[src/rtl/fmac_rx_fifo_wr_ctrl.sv]
// RX data FIFO write controller: admits frames at start-of-frame, writes beats,
// truncates oversize frames and emits one length/status descriptor per admitted frame.
module fmac_rx_fifo_wr_ctrl #(
  parameter int unsigned DWIDTH    = 256,
  parameter int unsigned DEPTH     = 4096,
  parameter int unsigned PTR       = 12,
  parameter int unsigned MAX_WORDS = 300,
  parameter int unsigned LEN_W     = 14
) (
  input  logic              clk,
  input  logic              srst,
  input  logic              in_valid,
  input  logic              in_sop,
  input  logic              in_eop,
  input  logic              in_err,
  input  logic [4:0]        in_nbytes,
  input  logic [DWIDTH-1:0] in_data,
  output logic              fifo_wrreq,
  output logic [DWIDTH-1:0] fifo_data,
  input  logic [PTR:0]      fifo_wrusedw,
  input  logic              fifo_wrfull,
  output logic              desc_wrreq,
  output logic [LEN_W+1:0]  desc_data,
  input  logic              desc_full,
  output logic [31:0]       stat_frames,
  output logic [31:0]       stat_drops
);

  localparam int unsigned CNT_W      = $clog2(MAX_WORDS + 1);
  localparam int unsigned BEAT_BYTES = DWIDTH / 8;
  localparam int unsigned BEAT_SHIFT = $clog2(BEAT_BYTES);
  localparam int unsigned DESC_W     = LEN_W + 2;
  localparam int unsigned SUM_W      = PTR + 2;

  typedef enum logic [1:0] {IDLE, WRITE, DISCARD} state_t;

  state_t             state, state_nxt;
  logic [CNT_W-1:0]   wcnt, wcnt_nxt;
  logic               err, err_nxt, trunc, trunc_nxt, drop, drop_nxt;
  logic               pend_v, pend_v_nxt;
  logic [DESC_W-1:0]  pend, pend_nxt;
  logic               wr_nxt, desc_v_nxt;
  logic [DWIDTH-1:0]  data_nxt;
  logic [DESC_W-1:0]  desc_nxt;
  logic [31:0]        frames_nxt, drops_nxt;

  logic [SUM_W-1:0]   fill_sum;
  logic               admit, err_acc;
  logic [LEN_W-1:0]   nb_eff, len_cnt;
  logic               a_v, b_v;
  logic [DESC_W-1:0]  a_desc, b_desc;
  logic [1:0]         frames_inc;
  logic               drop_inc;
  logic [32:0]        frames_sum, drops_sum;

  // Next-state, write strobe, descriptor and statistics decode
  always_comb begin
    state_nxt  = state;
    wcnt_nxt   = wcnt;
    err_nxt    = err;
    trunc_nxt  = trunc;
    drop_nxt   = drop;
    wr_nxt     = 1'b0;
    a_v        = 1'b0;
    a_desc     = '0;
    b_v        = 1'b0;
    b_desc     = '0;
    frames_inc = 2'd0;
    drop_inc   = 1'b0;
    err_acc    = err | in_err;

    fill_sum = SUM_W'(fifo_wrusedw) + SUM_W'(MAX_WORDS + 1);
    admit    = !desc_full && !fifo_wrfull && (fill_sum <= SUM_W'(DEPTH));
    nb_eff   = (in_nbytes == 5'd0) ? LEN_W'(BEAT_BYTES) : LEN_W'(in_nbytes);
    len_cnt  = LEN_W'(wcnt) << BEAT_SHIFT;

    if (in_valid && in_sop) begin
      // An open frame (written or truncated) is closed before the new sop is judged
      if (state == WRITE || (state == DISCARD && !drop)) begin
        a_v        = 1'b1;
        a_desc     = {1'b1, trunc, len_cnt};
        frames_inc = frames_inc + 2'd1;
      end
      trunc_nxt = 1'b0;
      if (admit) begin
        wr_nxt   = 1'b1;
        wcnt_nxt = CNT_W'(1);
        err_nxt  = in_err;
        drop_nxt = 1'b0;
        if (in_eop) begin
          b_v        = 1'b1;
          b_desc     = {in_err, 1'b0, nb_eff};
          frames_inc = frames_inc + 2'd1;
          state_nxt  = IDLE;
        end else begin
          state_nxt = WRITE;
        end
      end else begin
        drop_inc  = 1'b1;
        drop_nxt  = 1'b1;
        state_nxt = in_eop ? IDLE : DISCARD;
      end
    end else if (in_valid) begin
      case (state)
        WRITE: begin
          err_nxt = err_acc;
          if (wcnt < CNT_W'(MAX_WORDS)) begin
            wr_nxt   = 1'b1;
            wcnt_nxt = wcnt + CNT_W'(1);
            if (in_eop) begin
              a_v        = 1'b1;
              a_desc     = {err_acc, 1'b0, len_cnt + nb_eff};
              frames_inc = 2'd1;
              state_nxt  = IDLE;
            end
          end else begin
            trunc_nxt = 1'b1;
            drop_nxt  = 1'b0;
            if (in_eop) begin
              a_v        = 1'b1;
              a_desc     = {2'b11, LEN_W'(MAX_WORDS * BEAT_BYTES)};
              frames_inc = 2'd1;
              state_nxt  = IDLE;
            end else begin
              state_nxt = DISCARD;
            end
          end
        end
        DISCARD: begin
          if (in_eop) begin
            if (!drop) begin
              a_v        = 1'b1;
              a_desc     = {2'b11, LEN_W'(MAX_WORDS * BEAT_BYTES)};
              frames_inc = 2'd1;
            end
            state_nxt = IDLE;
          end
        end
        default: ;
      endcase
    end

    // A close plus a single-beat frame yields two descriptors; the second is held one cycle
    desc_v_nxt = pend_v | a_v | b_v;
    desc_nxt   = desc_data;
    pend_v_nxt = 1'b0;
    pend_nxt   = pend;
    if (pend_v) begin
      desc_nxt   = pend;
      pend_v_nxt = a_v | b_v;
      pend_nxt   = a_v ? a_desc : b_desc;
    end else if (a_v) begin
      desc_nxt   = a_desc;
      pend_v_nxt = b_v;
      pend_nxt   = b_desc;
    end else if (b_v) begin
      desc_nxt = b_desc;
    end

    data_nxt   = wr_nxt ? in_data : fifo_data;
    frames_sum = {1'b0, stat_frames} + 33'(frames_inc);
    drops_sum  = {1'b0, stat_drops} + 33'(drop_inc);
    frames_nxt = frames_sum[32] ? 32'hFFFF_FFFF : frames_sum[31:0];
    drops_nxt  = drops_sum[32] ? 32'hFFFF_FFFF : drops_sum[31:0];
  end

  always_ff @(posedge clk) begin
    if (srst) begin
      state       <= IDLE;
      wcnt        <= '0;
      err         <= 1'b0;
      trunc       <= 1'b0;
      drop        <= 1'b0;
      pend_v      <= 1'b0;
      pend        <= '0;
      fifo_wrreq  <= 1'b0;
      fifo_data   <= '0;
      desc_wrreq  <= 1'b0;
      desc_data   <= '0;
      stat_frames <= '0;
      stat_drops  <= '0;
    end else begin
      state       <= state_nxt;
      wcnt        <= wcnt_nxt;
      err         <= err_nxt;
      trunc       <= trunc_nxt;
      drop        <= drop_nxt;
      pend_v      <= pend_v_nxt;
      pend        <= pend_nxt;
      fifo_wrreq  <= wr_nxt;
      fifo_data   <= data_nxt;
      desc_wrreq  <= desc_v_nxt;
      desc_data   <= desc_nxt;
      stat_frames <= frames_nxt;
      stat_drops  <= drops_nxt;
    end
  end

`ifndef SYNTHESIS
  // Admission headroom guarantees the data FIFO never fills mid-frame
  a_no_full_in_write: assert property (@(posedge clk) disable iff (srst)
    !(state == WRITE && fifo_wrfull));
`endif

endmodule

[config.mk]
export PLATFORM = sky130hd
export DESIGN_NAME = fmac_rx_fifo_wr_ctrl
export DESIGN_NICKNAME = d
export VERILOG_FILES = /design/src/rtl/fmac_rx_fifo_wr_ctrl.sv
export SDC_FILE = /design/constraint.sdc
export NUM_CORES = 1
export LEC_CHECK = 0
export BUFFER_PORTS_ARGS = -buffer_cell sky130_fd_sc_hd__buf_4
export CAP_MARGIN = 10
export CELL_PAD_IN_SITES_DETAIL_PLACEMENT = 1
export CELL_PAD_IN_SITES_GLOBAL_PLACEMENT = 1
export CORE_AREA = 3 3 237 239
export CTS_CLUSTER_DIAMETER = 30
export DETAILED_ROUTE_END_ITERATION = 16
export DIE_AREA = 0 0 240 242
export GPL_TIMING_DRIVEN = 0
export MAX_ROUTING_LAYER = met4
export PLACE_DENSITY = 0.67
export SLEW_MARGIN = 20
export SYNTH_ARGS = -nofsm -noshare
export SYNTH_HDL_FRONTEND = slang
export SYNTH_SLANG_ARGS = --single-unit
[constraint.sdc]
create_clock -name clk -period 3.5 [get_ports clk]
set_input_delay 0.175 -clock clk [delete_from_list [all_inputs] [get_ports clk]]
set_output_delay 0.175 -clock clk [all_outputs]
set_load 0.005 [all_outputs]
==> flow_metrics.tcl <==
set metrics [dict create \
    fmax_ghz 0.297 \
    dp.cells 3103 \
    drive_gt1_frac 0.314 \
    syn_inst 1789 \
    holdPathEnd "wcnt[7]$_SDFFE_PP0P_" \
    detail_route.wl_per_cell_um 21.5 \
    cts_htree_levels 3 \
    grt_max_degree 15 \
    cts.path.max_buffers 3 \
    yosys_warnings 0 \
    vias 17400 \
    die_h_um 242 \
    slew_headroom 0.405 \
    die_w_um 240 \
    tightest_slew_ns 0.893 \
    hold_viol 0 \
    synth_nets 2082 \
    fin_ws_ns 0.127 \
    cp-start-kind "primary input" \
    busiest_layer "met2" \
    met1_usage 0.270 \
    synth_ff_type "dfxtp_1" \
    hpwlAfterDp_um 51500 \
    cellPowerDensity_nw_per_um2 563 \
    worstPathArrival_ns 3.84 \
    synth_top_area_share 0.512 \
    postSynthAreaPerCell_um2 8.06 \
    reg2reg_setup_slack_ns 0.17 \
    cts_tree "yes" \
    yosysMostFrequentCell "nand2_1" \
    finalPower_w 0.0149 \
    period_minus_slack_ns 3.37 \
    place.port_buffers 618 \
    status "completed" \
    critPathMaxFanout 9 \
    rows 85 \
    ys_seq_area_frac 0.512 \
    io_pins 620 \
    hold_class "primary input to register" \
    async_flop_share 0 \
    endpoint_kind "register" \
    worstHoldStart "srst" \
    synth.distinct_cells 71 \
    fp.dieArea_um2 58100 \
    whs_ns 0.128 \
    r2r_end "stat_frames[24]$_SDFF_PP0_" \
    setup_violations 0 \
    finalWirelength_um 77000 \
    met2_usage 0.451 \
    clock-root-buffer "clkbuf_16" \
    gp_congestion 0.870 \
    netlist_top_cells_area "dfxtp_1 (51%), nand2_1 (15%), a21oi_1 (12%), xor2_1 (2.1%), clkbuf_1 (1.7%)" \
    finalNonFillerCells 3586 \
    leakage_nw 11.1 \
    viasPerCell 4.86 \
    hold_depth 4 \
    synthTopCellsByCount "nand2_1 (567), dfxtp_1 (369), a21oi_1 (340)" \
    ant_nets 0 \
    rsz0062_at_grt "no" \
    syn_to_final_growth_pct 83.3 \
    setup.worst_path.start "in_valid" \
    worstPathRequired_ns 3.97 \
    grt_antenna_before_repair 10 \
    coreArea_um2 54000 \
    dr.pass1.iters 4 \
    grt_pass1_wl_um 115000 \
    cap_violations 0 \
    numClockSinks 369 \
    finish.utilization 0.489 \
    path_clk_slew_ns 0.04 \
    multiInputGateArea_um2 6480 \
    rr_worst_depth 17 \
    start_util 0.267 \
    regArea_um2 7390 \
    remaining_drc_errors 0 \
    grt_pass1_vias 19500 \
    synth_top_area_cell "dfxtp_1" \
    dp_slack_ns -1.33 \
    drv_slew 0 \
    grtUsageTotal 0.262 \
    r2r_start "state[0]$_SDFFE_PP0P_" \
    ir_worst_vdd_uv 457 \
    overflow 0 \
    syn_area_um2 14400 \
    synth_edf_count 0 \
    use_met3 0.0612 \
    synth-seq-cells 369 \
    fin_nets 3088 \
    path_class "primary input to register" \
    post-route-period-util 0.964 \
    drtIter0Drc 600 \
    numCtsBuffers 105 \
    n_fill_cell 6252 \
    finClkSkew_ns 0.0283 \
    clk_latency_ns 0.64 \
]
-- critical path, cell delays in order --
cell and delay (ns):
dlygate4sd3_1 0.52, buf_2 0.21, nand2_2 0.18, or3_1 0.42, a2111o_1 0.43, nand2_1 0.17, nand2_1 0.15, fa_2 0.42
nor4b_4 0.28, buf_4 0.18, nand4_1 0.10, buf_6 0.17, buf_4 0.13, nor3_1 0.21, a211oi_1 0.08
-- cell families (layout without fill, tap and decap cells) --
logic type | Yosys count | after routing | share of synthesized area
AO/OA/AOI/OAI | 436 | 436 | 0.169
buffers and inverters | 142 | 1234 | 0.0437
other | 0 | 9 | 0
XOR/XNOR | 56 | 56 | 0.0340
flip-flops | 369 | 369 | 0.512
adder cells (fa/ha/maj) | 11 | 11 | 0.0101
multiplexers | 9 | 9 | 0.00642
AND/OR/NAND/NOR | 766 | 766 | 0.224
-- per-stage QoR --
stage	TNS [ns]	instance area (um^2)
6_report	0	26400
2_1_floorplan	0	14400
4_1_cts	0	26300
3_3_place_gp	-36.13	19900
5_1_grt	0	26400
3_5_place_dp	-41.68	19900
-- timing repair --
| action | 4_1_cts | 5_1_grt |
|---|---|---|
| endpoints found under the hold margin | 274 | 0 |
| endpoints found under the setup margin | 32 | 32 |
| pin swaps | 4 | 6 |
| hold buffers | 268 | 0 |
| setup buffers | 8 | 5 |
| resized for setup | 15 | 10 |
-- cell type report --
type                    instances  share of cell area
repair buffers                899               0.281
flip-flops and latches        369               0.279
multi-input cells            1278               0.245
clock buffers                 143               0.116
well taps                     696              0.0329
plain buffers                 121              0.0213
clock inverters                50              0.0209
inverters                      21             0.00298
diodes                          9            0.000852
-- metal layers --
layer / vias up / wire, um
met4: 0 / 4840
li1: 8093 / -
met3: 235 / 4120
met2: 611 / 39100
met1: 8473 / 28900
met5: - / 0
-- placed cells by master, fill, tap and decap left out, types with 15 or more instances in the layout --
master | Yosys | layout
buf_4 | 12 | 642
nand2_1 | 567 | 566
dfxtp_1 | 369 | 368
a21oi_1 | 340 | 340
dlygate4sd3_1 | 0 | 268
clkbuf_16 | 0 | 106
clkbuf_1 | 67 | 72
nor2_1 | 58 | 57
buf_2 | 41 | 41
nand3_1 | 40 | 40
xor2_1 | 34 | 34
clkinv_2 | 0 | 34
clkbuf_8 | 0 | 27
xnor2_1 | 22 | 22
nor3_1 | 22 | 20
inv_1 | 20 | 20
o21ai_0 | 17 | 15
-- worst max-delay path by stage --
stage,slack [ns],endpoint
floorplan,0.01,stat_frames[10]$_SDFF_PP0_
CTS,0.03,stat_frames[26]$_SDFF_PP0_
finish,0.13,stat_frames[24]$_SDFF_PP0_
detailed placement,-1.33,stat_frames[22]$_SDFF_PP0_
global route,0.01,stat_frames[24]$_SDFF_PP0_
global placement,-1.20,stat_frames[22]$_SDFF_PP0_
-- power breakdown --
part / switching (W) / internal (W) / total [W] / leakage [nW]
Clock: 0.00289 / 0.00676 / 0.00965 / 1.82
Combinational: 0.000399 / 0.000522 / 0.000920 / 6.30
Sequential: 0.0000327 / 0.00427 / 0.00430 / 2.98
-- flip-flops by register name, indices dropped and copies added (netlist names) --
| signal | flops |
|---|---|
| desc_data | 16 |
| pend | 16 |
| trunc | 1 |
| pend_v | 1 |
| fifo_data | 256 |
| desc_wrreq | 1 |
| err | 1 |
| stat_drops | 32 |
| drop | 1 |
| state | 2 |
| fifo_wrreq | 1 |
| wcnt | 9 |
| stat_frames | 32 |
No activity file was read; power rests on OpenSTA's default activity.
